`config.mk`:
```
export PLATFORM = sky130hd
export DESIGN_NAME = xhci_event_ring_engine
export DESIGN_NICKNAME = d
export VERILOG_FILES = /design/src/rtl/xhci_event_ring_engine.sv
export SDC_FILE = /design/constraint.sdc
export NUM_CORES = 2
export LEC_CHECK = 0
export BUFFER_PORTS_ARGS = -buffer_cell sky130_fd_sc_hd__buf_2
export CORE_AREA = 2 2 731 733
export DETAILED_ROUTE_END_ITERATION = 10
export DIE_AREA = 0 0 733 735
export GPL_ROUTABILITY_DRIVEN = 0
export RECOVER_POWER = 50
export SETUP_SLACK_MARGIN = 0.2
export SYNTH_ARGS = -nofsm -noshare
export SYNTH_HDL_FRONTEND = slang
export SYNTH_SLANG_ARGS = --single-unit
```
`constraint.sdc`:
```
create_clock -name i_clk_pcie -period 40.3 [get_ports i_clk_pcie]
set_clock_uncertainty 0.1 [all_clocks]
set_input_delay 6.045 -clock i_clk_pcie [delete_from_list [all_inputs] [get_ports i_clk_pcie]]
set_output_delay 6.045 -clock i_clk_pcie [all_outputs]
set_load 0.05 [all_outputs]
```
`src/rtl/xhci_event_ring_engine.sv`:
```
// rtl/xhci_event_ring_engine.sv - multi-requester xHCI Event Ring enqueue engine
//
// Purpose: round-robin arbitrates NUM_REQ event sources, caches per-interrupter
// ERST segment state, and writes 16-byte Event TRBs to host memory. Each write
// is followed by an MSI-X request unless the event carries BEI. The engine also
// detects a full Event Ring.
//
// Ports:
//   i_clk_pcie, i_rst                       clock, async active-high reset
//   i_req_valid/intr/trb/bei                per-requester event (held until done)
//   o_req_done, o_req_full                  completion pulse, ring-full flag
//   i_rt_erstba/erstsz/erdp                 per-interrupter runtime registers
//   i_intr_enable                           IMAN.IE set pulse, invalidates cache
//   o_mwr_*/i_mwr_done                      16-byte memory write
//   o_mrd_*/i_mrd_done/i_mrd_data           16-byte ERST entry read
//   o_msix_*/i_msix_done                    MSI-X fire request
//   o_evt_int_set                           IMAN.IP set pulse per interrupter
module xhci_event_ring_engine #(
    parameter int NUM_REQ  = 3,
    parameter int NUM_INTR = 8,
    parameter int IW       = (NUM_INTR > 1) ? $clog2(NUM_INTR) : 1
) (
    input  logic                    i_clk_pcie,
    input  logic                    i_rst,
    input  logic [NUM_REQ-1:0]      i_req_valid,
    input  logic [NUM_REQ*IW-1:0]   i_req_intr,
    input  logic [NUM_REQ*128-1:0]  i_req_trb,
    input  logic [NUM_REQ-1:0]      i_req_bei,
    output logic [NUM_REQ-1:0]      o_req_done,
    output logic                    o_req_full,
    input  logic [NUM_INTR*58-1:0]  i_rt_erstba,
    input  logic [NUM_INTR*16-1:0]  i_rt_erstsz,
    input  logic [NUM_INTR*60-1:0]  i_rt_erdp,
    input  logic [NUM_INTR-1:0]     i_intr_enable,
    output logic                    o_mwr_valid,
    output logic [63:0]             o_mwr_addr,
    output logic [127:0]            o_mwr_data,
    input  logic                    i_mwr_done,
    output logic                    o_mrd_valid,
    output logic [63:0]             o_mrd_addr,
    input  logic                    i_mrd_done,
    input  logic [127:0]            i_mrd_data,
    output logic                    o_msix_valid,
    output logic [IW-1:0]           o_msix_vector,
    input  logic                    i_msix_done,
    output logic [NUM_INTR-1:0]     o_evt_int_set
);
    localparam int RW = (NUM_REQ > 1) ? $clog2(NUM_REQ) : 1;

    typedef enum logic [3:0] {
        S_IDLE, S_FETCH, S_FETCH_WAIT, S_CHECK, S_WRITE,
        S_WRITE_WAIT, S_MSIX, S_MSIX_WAIT, S_DONE
    } state_t;

    state_t         r_state;
    logic [RW-1:0]  r_rr;
    logic [RW-1:0]  r_req;
    logic [IW-1:0]  r_intr;
    logic [127:0]   r_trb;
    logic           r_bei;

    // Per-interrupter segment cache
    logic           r_c_valid [NUM_INTR];
    logic [59:0]    r_c_enq   [NUM_INTR];
    logic [15:0]    r_c_seg   [NUM_INTR];
    logic [15:0]    r_c_rem   [NUM_INTR];
    logic           r_c_ccs   [NUM_INTR];
    logic [NUM_INTR-1:0] r_clr_pend;

    logic           w_gnt_any;
    logic [RW-1:0]  w_gnt;
    logic [RW-1:0]  w_rr_next;
    logic [IW-1:0]  w_gnt_intr;
    logic [57:0]    w_erstba;
    logic [15:0]    w_erstsz;
    logic [15:0]    w_sz_eff;
    logic [59:0]    w_erdp;
    logic [59:0]    w_cur_enq;
    logic [15:0]    w_cur_rem;
    logic [15:0]    w_cur_seg;
    logic           w_cur_ccs;
    logic           w_busy;
    logic [NUM_INTR-1:0] w_clr;
    logic           w_unused;

    // Round-robin: first requester at or after r_rr, wrapping
    always_comb begin
        w_gnt_any = 1'b0;
        w_gnt     = '0;
        for (int k = 0; k < NUM_REQ; k++) begin
            if (!w_gnt_any && i_req_valid[(int'(r_rr) + k) % NUM_REQ]) begin
                w_gnt_any = 1'b1;
                w_gnt     = RW'((int'(r_rr) + k) % NUM_REQ);
            end
        end
    end

    assign w_rr_next  = (w_gnt == RW'(NUM_REQ - 1)) ? '0 : w_gnt + 1'b1;
    assign w_gnt_intr = i_req_intr[int'(w_gnt)*IW +: IW];

    assign w_erstba  = i_rt_erstba[int'(r_intr)*58 +: 58];
    assign w_erstsz  = i_rt_erstsz[int'(r_intr)*16 +: 16];
    assign w_erdp    = i_rt_erdp[int'(r_intr)*60 +: 60];
    assign w_sz_eff  = (w_erstsz == 16'd0) ? 16'd1 : w_erstsz;
    assign w_cur_enq = r_c_enq[r_intr];
    assign w_cur_rem = r_c_rem[r_intr];
    assign w_cur_seg = r_c_seg[r_intr];
    assign w_cur_ccs = r_c_ccs[r_intr];

    // An interrupter is in flight from grant until the DONE state; an IE
    // pulse for it is parked and applied once the event has completed.
    assign w_busy = (r_state != S_IDLE) && (r_state != S_DONE);
    assign w_clr  = r_clr_pend | i_intr_enable;

    assign w_unused = ^{i_mrd_data[127:80], i_mrd_data[5:0], r_trb[96]};

    always_ff @(posedge i_clk_pcie or posedge i_rst) begin
        if (i_rst) begin
            r_state       <= S_IDLE;
            r_rr          <= '0;
            r_req         <= '0;
            r_intr        <= '0;
            r_trb         <= '0;
            r_bei         <= 1'b0;
            r_clr_pend    <= '0;
            o_req_done    <= '0;
            o_req_full    <= 1'b0;
            o_mwr_valid   <= 1'b0;
            o_mwr_addr    <= '0;
            o_mwr_data    <= '0;
            o_mrd_valid   <= 1'b0;
            o_mrd_addr    <= '0;
            o_msix_valid  <= 1'b0;
            o_msix_vector <= '0;
            o_evt_int_set <= '0;
            for (int k = 0; k < NUM_INTR; k++) begin
                r_c_valid[k] <= 1'b0;
                r_c_enq[k]   <= '0;
                r_c_seg[k]   <= '0;
                r_c_rem[k]   <= '0;
                r_c_ccs[k]   <= 1'b1;
            end
        end else begin
            o_req_done    <= '0;
            o_req_full    <= 1'b0;
            o_evt_int_set <= '0;
            case (r_state)
                S_IDLE: begin
                    if (w_gnt_any) begin
                        r_req   <= w_gnt;
                        r_intr  <= w_gnt_intr;
                        r_trb   <= i_req_trb[int'(w_gnt)*128 +: 128];
                        r_bei   <= i_req_bei[w_gnt];
                        r_rr    <= w_rr_next;
                        // A same-cycle or parked clear invalidates the entry now
                        r_state <= (r_c_valid[w_gnt_intr] && !w_clr[w_gnt_intr])
                                   ? S_CHECK : S_FETCH;
                    end
                end
                S_FETCH: begin
                    o_mrd_valid <= 1'b1;
                    o_mrd_addr  <= {w_erstba, 6'h0} + {44'h0, w_cur_seg, 4'h0};
                    r_state     <= S_FETCH_WAIT;
                end
                S_FETCH_WAIT: begin
                    if (i_mrd_done) begin
                        o_mrd_valid       <= 1'b0;
                        r_c_enq[r_intr]   <= {i_mrd_data[63:6], 2'b00};
                        r_c_rem[r_intr]   <= i_mrd_data[79:64];
                        r_c_valid[r_intr] <= 1'b1;
                        r_state           <= S_CHECK;
                    end
                end
                S_CHECK: begin
                    // No lookahead across a segment boundary on the last slot
                    if (w_cur_rem > 16'd1 && (w_cur_enq + 60'd1) == w_erdp) begin
                        o_req_done[r_req] <= 1'b1;
                        o_req_full        <= 1'b1;
                        r_state           <= S_DONE;
                    end else begin
                        o_evt_int_set[r_intr] <= 1'b1;
                        r_state               <= S_WRITE;
                    end
                end
                S_WRITE: begin
                    o_mwr_valid <= 1'b1;
                    o_mwr_addr  <= {w_cur_enq, 4'h0};
                    o_mwr_data  <= {r_trb[127:97], w_cur_ccs, r_trb[95:0]};
                    r_state     <= S_WRITE_WAIT;
                end
                S_WRITE_WAIT: begin
                    if (i_mwr_done) begin
                        o_mwr_valid     <= 1'b0;
                        r_c_enq[r_intr] <= w_cur_enq + 60'd1;
                        r_c_rem[r_intr] <= w_cur_rem - 16'd1;
                        if (w_cur_rem == 16'd1) begin
                            r_c_valid[r_intr] <= 1'b0;
                            if (({1'b0, w_cur_seg} + 17'd1) >= {1'b0, w_sz_eff}) begin
                                r_c_seg[r_intr] <= '0;
                                r_c_ccs[r_intr] <= ~w_cur_ccs;
                            end else begin
                                r_c_seg[r_intr] <= w_cur_seg + 16'd1;
                            end
                        end
                        if (r_bei) begin
                            o_req_done[r_req] <= 1'b1;
                            r_state           <= S_DONE;
                        end else begin
                            r_state <= S_MSIX;
                        end
                    end
                end
                S_MSIX: begin
                    o_msix_valid  <= 1'b1;
                    o_msix_vector <= r_intr;
                    r_state       <= S_MSIX_WAIT;
                end
                S_MSIX_WAIT: begin
                    if (i_msix_done) begin
                        o_msix_valid      <= 1'b0;
                        o_req_done[r_req] <= 1'b1;
                        r_state           <= S_DONE;
                    end
                end
                S_DONE:  r_state <= S_IDLE;
                default: r_state <= S_IDLE;
            endcase

            // Placed last so a clear overrides any cache update of the same cycle
            for (int k = 0; k < NUM_INTR; k++) begin
                if (w_clr[k]) begin
                    if (w_busy && r_intr == IW'(k)) begin
                        r_clr_pend[k] <= 1'b1;
                    end else begin
                        r_c_valid[k]  <= 1'b0;
                        r_c_seg[k]    <= '0;
                        r_c_ccs[k]    <= 1'b1;
                        r_clr_pend[k] <= 1'b0;
                    end
                end
            end
        end
    end
endmodule

```
### After elaboration in Yosys (flattened, before gate mapping)

Index checks and enable logic that the tools add are counted.

| cells by class | value |
|---|---|
| add/subtract/negate cells | 8 |
| bitwise gates (word level) | 9 |
| reduce and logical (&&, ||, !) cells | 33 |
| mux-type cells | 149 |
| $mul | 3 |
| equal/unequal tests | 22 |
| order comparisons | 14 |
| shift-type cells | 5 |
| divide/modulo/power cells | 3 |

Operator list:

| operator | number |
|---|---|
| bitwise mux 480 bit | 2 |
| 2-to-1 mux 480 bit | 2 |
| case mux 480 bit (2 select lines) | 1 |
| 2-to-1 mux 128 bit | 6 |
| variable part select 480 x 10 -> 60 bit | 1 |
| variable part select 464 x 10 -> 58 bit | 1 |
| bitwise mux 128 bit | 3 |
| variable part select 384 x 10 -> 128 bit | 1 |
| 2-to-1 mux 16 bit | 22 |
| case mux 128 bit (2 select lines) | 1 |
| binary-select mux 60 bit (select 3 bit) | 1 |
| demux 60 bit (select 3 bit) | 1 |
| 2-to-1 mux 60 bit | 3 |
| bitwise AND 128 bit | 1 |
| NOT 128 bit | 1 |
| variable part select 128 x 8 -> 16 bit | 1 |
| binary-select mux 16 bit (select 3 bit) | 2 |
| < comparator 32 x 4 -> 1 bit, second input constant | 3 |
| 2-to-1 mux 8 bit | 9 |
| adder 64 x 20 -> 64 bit | 1 |
| remainder unit 32 x 3 -> 32 bit, second input constant | 2 |
| 2-to-1 mux 1 bit | 63 |
| adder 60 x 1 -> 60 bit, second input constant | 1 |
| == test 60 bit | 1 |
| other kinds (57) | 116 |

| word-level totals | value |
|---|---|
| word-level logic and storage cells | 310 |
| register bits after elaboration | 1170 |
| output and inout port bits | 274 |

### Longest topological paths before layout

| logic depth | value |
|---|---|
| depth in word-level cells | 21 |
| gate-level depth with buffers | 35 |
| gate-level depth less buffers | 18 |

### Worst setup path before layout

Ideal clock, no wire load.

| path | value |
|---|---|
| path type | input to register |
| start point | input port i_rt_erstsz[54] |
| end point | register r_c_seg[115] in the netlist's numbering |
| path slack | 30.386 ns |
| path buffers | 1 |
| arrival time | 9.735 ns |
| setup time | 0.079 ns |
| stages | 19 |
| data required time | 40.121 ns |
| path through | mux4_2 > mux2i_1 > nand4_1 > or4_1 > nand3_1 > ha_1 > nor2b_1 > o21a_1 > o21a_1 > o21a_1 > o21a_1 > o21a_1 > o21a_1 > o21ai_0 > a21oi_1 > clkbuf_1 > nor3b_1 > nand2_1 > a21oi_1 |

| between the ends | value |
|---|---|
| word-level cells in the longest chain between the ends | 10 |

Ends and longest elaborated chain:

| what | RTL line | text |
|---|---|---|
| start: declaration | 32 | `input logic [NUM_INTR*16-1:0] i_rt_erstsz,` |
| variable part select 128 x 8 -> 16 bit * | 102 | `assign w_erstsz = i_rt_erstsz[int'(r_intr)*16 +: 16];` |
| zero test 16 bit | 104 | `assign w_sz_eff = (w_erstsz == 16'd0) ? 16'd1 : w_erstsz;` |
| 2-to-1 mux 16 bit * | 104 |  |
| >= comparator 17 x 16 -> 1 bit * | 198 | `if (({1'b0, w_cur_seg} + 17'd1) >= {1'b0, w_sz_eff}) begin` |
| 2-to-1 mux 128 bit * | 198 |  |
| 2-to-1 mux 128 bit * | 196 | `if (w_cur_rem == 16'd1) begin` |
| 2-to-1 mux 128 bit * | 192 | `if (i_mwr_done) begin` |
| 2-to-1 mux 128 bit * | 147 | `case (r_state)` |
| 2-to-1 mux 16 bit | 232 | `if (w_busy && r_intr == IW'(k)) begin` |
| 2-to-1 mux 16 bit * | 231 | `if (w_clr[k]) begin` |
| end signal: indexed assignment | 202 | `r_c_seg[r_intr] <= w_cur_seg + 16'd1;` |
| end: declaration | 65 | `logic [15:0] r_c_seg [NUM_INTR];` |

Mark *: on every way between the ends. The rest lies on a longest branch, timed or not.
A chain may end at the register's enable or synchronous reset.

### Worst setup path in the final report

| path | value |
|---|---|
| start point | register r_intr[1] |
| end point | register o_evt_int_set[7] |

| between the ends | value |
|---|---|
| word-level cells in the longest chain between the ends | 9 |

Ends and longest elaborated chain:

| what | RTL line | text |
|---|---|---|
| start: declaration | 58 | `logic [IW-1:0] r_intr;` |
| start signal: assignment | 151 | `r_intr <= w_gnt_intr;` |
| parallel branches: the longest is 7 deep, another holds multiplier 3 x 4 -> 7 bit | n/a |  |
| 2-to-1 mux 8 bit * | 176 | `if (w_cur_rem > 16'd1 && (w_cur_enq + 60'd1) == w_erdp) begin` |
| 2-to-1 mux 8 bit * | 147 |  |
| end signal: assignment | 135 | `o_evt_int_set <= '0;` |
| end signal: assignment | 146 | `o_evt_int_set <= '0;` |
| end signal: indexed assignment | 181 | `o_evt_int_set[r_intr] <= 1'b1;` |
| end: declaration | 46 | `output logic [NUM_INTR-1:0] o_evt_int_set` |

Mark *: on every way between the ends. The select of a mux whose other input is x is not followed.

==> report_table.html <==
<table>
<tr><th>Metric</th><th>Value</th></tr>
<tr><th colspan="2">Run status</th></tr>
<tr><td>Status</td><td>complete, but fails checks</td></tr>
<tr><td>Violated checks</td><td>capacitance limit, slew limit</td></tr>
<tr><th colspan="2">Drt</th></tr>
<tr><td>Avg Vias per Cell</td><td>between 4 and 5</td></tr>
<tr><td>DRC violation total after the first TritonRoute iteration</td><td>7,085</td></tr>
<tr><td>Routed Wire Length</td><td>~500,000 um</td></tr>
<tr><td>Routed WL per cell</td><td>between 30 and 40 um</td></tr>
<tr><td>Routed vias</td><td>around 63,000</td></tr>
<tr><td>Initial DRT Pass Iterations</td><td>6</td></tr>
<tr><td>Post-detailed-route count of antenna-violating nets</td><td>0</td></tr>
<tr><td>Final routed DRC violation total</td><td>0</td></tr>
<tr><th colspan="2">Floorplanning</th></tr>
<tr><td>Standard-cell row count</td><td>~270</td></tr>
<tr><td>Effective utilization at floorplan</td><td>roughly 12%</td></tr>
<tr><td>Die Width</td><td>approximately 730 um</td></tr>
<tr><td>Core Box Area</td><td>approximately 530,000 sq um</td></tr>
<tr><td>Number of ports placed on the die boundary</td><td>1,886</td></tr>
<tr><td>Die footprint</td><td>538,800 sq um</td></tr>
<tr><td>Height of the die</td><td>735 um</td></tr>
<tr><th colspan="2">Synthesis</th></tr>
<tr><td>Synthesized-area fraction occupied by adder cells</td><td>less than 1%</td></tr>
<tr><td>Share of flip-flops with an asynchronous set or reset after synthesis</td><td>between 90% and 100%</td></tr>
<tr><td>Combinational family with the most area after synthesis</td><td>multiplexers</td></tr>
<tr><td>Top post-synthesis cells by area</td><td>dfrtp_1 45%, mux4_2 13%, nand2_1 9.5%, o21ai_0 6.0%, mux2i_1 5.0%</td></tr>
<tr><td>Total standard cell area after synthesis</td><td>~65,000 sq um</td></tr>
<tr><td>XOR/XNOR Fraction of Synth Area</td><td>~2.9%</td></tr>
<tr><td>Distinct cells, synth</td><td>109</td></tr>
<tr><td>Sequential fraction of the synthesis area</td><td>about 45%</td></tr>
<tr><td>Flop and latch count out of synthesis</td><td>about 1,200</td></tr>
<tr><td>Average size of a mapped cell</td><td>9.930 sq um</td></tr>
<tr><td>Number of synthesized flops with an enable pin</td><td>0</td></tr>
<tr><td>Simple-gate area share of the yosys netlist</td><td>15.73%</td></tr>
<tr><td>Compound-Gate Fraction of Synth Area</td><td>between 10% and 20%</td></tr>
<tr><td>Warnings from Yosys</td><td>0</td></tr>
<tr><td>Most used DFF post-synth</td><td>dfrtp_1</td></tr>
<tr><td>Gate count after technology mapping</td><td>6,540</td></tr>
<tr><td>Top cell type's share of synthesized area</td><td>between 40% and 50%</td></tr>
<tr><td>Mux cell area share after synthesis</td><td>roughly a fifth</td></tr>
<tr><td>Area leader, netlist</td><td>dfrtp_1</td></tr>
<tr><th colspan="2">Timing</th></tr>
<tr><td>Final setup violating endpoints</td><td>0</td></tr>
<tr><td>Slew at the pin closest to its max-slew limit</td><td>a little under 9 ns</td></tr>
<tr><td>Fmax</td><td>0.05034 GHz</td></tr>
<tr><td>Final period demand of the worst path</td><td>between 15 and 20 ns</td></tr>
<tr><td>Final number of max-transition violations</td><td>1,711</td></tr>
<tr><td>Max-Slew Margin vs Limit</td><td>-487.4%</td></tr>
<tr><td>Final hold violation count</td><td>0</td></tr>
<tr><td>Setup repair after global routing missed its margin</td><td>false</td></tr>
<tr><td>Period Utilization, post-route</td><td>about half</td></tr>
<tr><td>Sum Neg Setup Slack</td><td>0 ns</td></tr>
<tr><th colspan="2">Global routing</th></tr>
<tr><td>Routing usage on met3</td><td>a little under an eighth</td></tr>
<tr><td>Aggregate global-route resource usage</td><td>17.85%</td></tr>
<tr><td>Number of antenna violations at the first check in global routing</td><td>around 360</td></tr>
<tr><td>Global Route met2 Usage</td><td>a little over a quarter</td></tr>
<tr><td>Vias in the first global route</td><td>58,300</td></tr>
<tr><td>Most Crowded Layer GR</td><td>met2</td></tr>
<tr><td>First-pass GRT wire length</td><td>about 630,000 um</td></tr>
<tr><td>Pin count of the biggest net entering global routing</td><td>around 160</td></tr>
<tr><td>Total overflow reported by the global router</td><td>0</td></tr>
<tr><td>Global routing met1 resource utilization</td><td>roughly a fifth</td></tr>
<tr><th colspan="2">Worst setup path</th></tr>
<tr><td>Slowest stage cell on the critical path</td><td>clkbuf_1</td></tr>
<tr><td>Slowest stage delay, CP</td><td>6.00 ns</td></tr>
<tr><td>Chain of cells forming the critical path</td><td>clkbuf_1 -&gt; clkbuf_1 -&gt; clkbuf_1 -&gt; nand2b_1 -&gt; o22ai_1 -&gt; a221o_1 -&gt; nand4b_1 -&gt; clkbuf_1 -&gt; nor3_1 -&gt; xor2_1 -&gt; xor2_1 -&gt; nor4_2 -&gt; nand4_1 -&gt; or4_4 -&gt; nand2_1 -&gt; nor2_1</td></tr>
<tr><td>Critical path launch point type</td><td>flip-flop</td></tr>
<tr><td>Worst-path maximum fanout</td><td>between 100 and 150</td></tr>
<tr><td>Arrival time of data at the critical path endpoint</td><td>20.42 ns</td></tr>
<tr><td>CP dominant cell by count</td><td>clkbuf_1</td></tr>
<tr><td>Type of element capturing the critical path</td><td>flip-flop</td></tr>
<tr><td>Critical setup path kind</td><td>flip-flop to flip-flop</td></tr>
<tr><td>CP Data Required Time</td><td>40.85 ns</td></tr>
<tr><th colspan="2">Layout</th></tr>
<tr><td>Number of filler cells placed in the layout</td><td>between 50,000 and 60,000</td></tr>
<tr><td>Share of post-route cells with drive strength above 1</td><td>between 20 and 30%</td></tr>
<tr><td>Most frequent standard cell in the layout excluding fill and tap cells</td><td>nand2_1</td></tr>
<tr><td>Final #Nets</td><td>9,819</td></tr>
<tr><td>Post-Layout Cell Count</td><td>15,680</td></tr>
<tr><td>Area Overhead vs Synth</td><td>34.30%</td></tr>
<tr><td>Commonest cells after routing, fill and taps aside</td><td>1,636 x nand2_1, 1,549 x buf_2, 1,156 x dfrtp_1</td></tr>
<tr><th colspan="2">CTS</th></tr>
<tr><td>CTS tree</td><td>yes</td></tr>
<tr><td>Htree depth</td><td>4</td></tr>
<tr><td>Post-CTS setup-driven buffer insertion count</td><td>0</td></tr>
<tr><td>Clk Tree Root Cell</td><td>clkbuf_16</td></tr>
<tr><td>Clock Latency Late Sink</td><td>~0.83 ns</td></tr>
<tr><td>Number of clock sinks</td><td>1,165</td></tr>
<tr><td>Total of hold buffers inserted after clock tree synthesis</td><td>0</td></tr>
<tr><td>Count of cells resized by post-cts repair</td><td>0</td></tr>
<tr><td>Inserted Clock Buffers</td><td>around 140</td></tr>
<tr><td>Number of buffers on the longest clock path</td><td>4</td></tr>
<tr><td>CTS clk-pin slew, worst paths</td><td>around 0.07 ns</td></tr>
<tr><th colspan="2">Power</th></tr>
<tr><td>Share of power burned in the clock network</td><td>between 10% and 20%</td></tr>
<tr><td>Leakage power</td><td>between 30 and 40 nW</td></tr>
<tr><td>Worst IR Drop VDD</td><td>around 0.046 mV</td></tr>
<tr><td>Psw</td><td>around 3.4 mW</td></tr>
<tr><td>Power density over the cells</td><td>80.03 nW/um^2</td></tr>
<tr><td>Fraction of power spent switching nets</td><td>around half</td></tr>
<tr><td>Cell-internal power</td><td>around 3.5 mW</td></tr>
<tr><td>Relative contribution of sequential cells to total power</td><td>26.8%</td></tr>
<tr><td>Comb power frac</td><td>a little over half</td></tr>
<tr><th colspan="2">Place</th></tr>
<tr><td>Count of buffers from port buffering</td><td>between 1,500 and 2,000</td></tr>
<tr><td>Number of instances in the placed design</td><td>~15,000</td></tr>
<tr><td>HPWL reported at the end of detailed placement</td><td>~420,000 um</td></tr>
<tr><th colspan="2">Run</th></tr>
<tr><td>Max-cap viol count</td><td>31</td></tr>
<tr><th colspan="2">Worst hold path</th></tr>
<tr><td>HP Class</td><td>flip-flop to flip-flop</td></tr>
</table>
## through the flow
stage          hold WS (ns)  instance area (sq um)  power [mW]  setup slack [ns]  util, %
2_1_floorplan        0.3386                  64970       4.081             1.354        -
3_3_place_gp         0.3528                  82170       5.594             28.26    15.47
3_5_place_dp         0.3541                  82170       5.644             28.28    15.47
4_1_cts              0.3108                  86940       7.033             29.21    16.37
5_1_grt              0.3575                  86950       7.346             19.52    16.37
6_report             0.3280                  87220       6.980             20.43    16.42
## power groups by stage
stage                     sequential, mW  combinational [mW]  clock [mW]
after floorplan                     2.22                1.86           0
after global placement              1.85                3.74           0
after detailed placement            1.87                3.77           0
after CTS                           1.86                3.79        1.39
after global routing                1.91                4.00        1.43
final                               1.87                3.75        1.36
## critical path: cells and delay by family (launching register included)
family | cells | cell delay [ns]
compound gates | 2 | 1.17
simple gates | 8 | 5.01
buf+inv | 4 | 11.21
xor+xnor | 2 | 0.73
flops | 1 | 1.25
## area by class of cell
type,count,area (sq um),share of cell area [%]
inverter,49,192.7,0.2209
sequential,1165,29170,33.44
timing repair buffer,1947,9652,11.07
tap,7020,8783,10.07
antenna,382,955.9,1.096
clock inverter,49,651.9,0.7474
multi-input combinational,4863,33700,38.64
clock buffer,200,4116,4.720
## cell usage after synthesis (47+ instances only)
cell      instances
nand2_1        1639
dfrtp_1        1157
o21ai_0         774
a21oi_1         456
nor2_1          433
mux4_2          389
mux2i_1         323
clkbuf_1        312
xnor2_1          97
xor2_1           70
nor3_1           62
nand3_1          58
buf_2            57
inv_1            47
## sequential cells by signal, summed over array words and instances, names as in the netlist
| register | cells |
|---|---|
| o_mrd_valid | 1 |
| r_bei | 1 |
| r_c_ccs | 8 |
| r_state | 4 |
| o_req_full | 1 |
| r_clr_pend | 8 |
| o_mwr_data | 128 |
| r_trb | 127 |
| o_evt_int_set | 8 |
| o_mrd_addr | 60 |
| r_c_seg | 128 |
| r_c_enq | 480 |
| o_req_done | 3 |
| o_msix_valid | 1 |
| r_intr | 3 |
| o_mwr_valid | 1 |
| o_mwr_addr | 60 |
| r_rr | 2 |
| r_c_rem | 128 |
| o_msix_vector | 3 |
| r_req | 2 |
| r_c_valid | 8 |
## final timing paths
path                                     to  cells after the start  startpoint  slack [ns]
max in group asynchronous        r_c_rem[1]                      4       i_rst       22.50
max reg2reg                o_evt_int_set[7]                     16   r_intr[1]       20.43
max                        o_evt_int_set[7]                     16   r_intr[1]       20.43
min                          o_mwr_data[23]                      2   r_trb[23]        0.33
min in group asynchronous      r_c_enq[238]                      2       i_rst        6.15
min reg2reg                  o_mwr_data[23]                      2   r_trb[23]        0.33
## kinds of logic after synthesis
group | count (synthesis)
AOI/OAI and AO/OA | 1407
xor gates and xnor gates | 186
adders and majority gates | 39
buffers and inverters | 519
DFF | 1165
muxes | 780
other | 1
and+or+nand+nor | 2443
## per-layer routing
metal  wire (um)  vias up
li1            -    26820
met4       36140      250
met2      211800     4272
met1      173000    30780
met3       81630     1293
met5        2001        -
No activity file was read; power rests on OpenSTA's default activity.
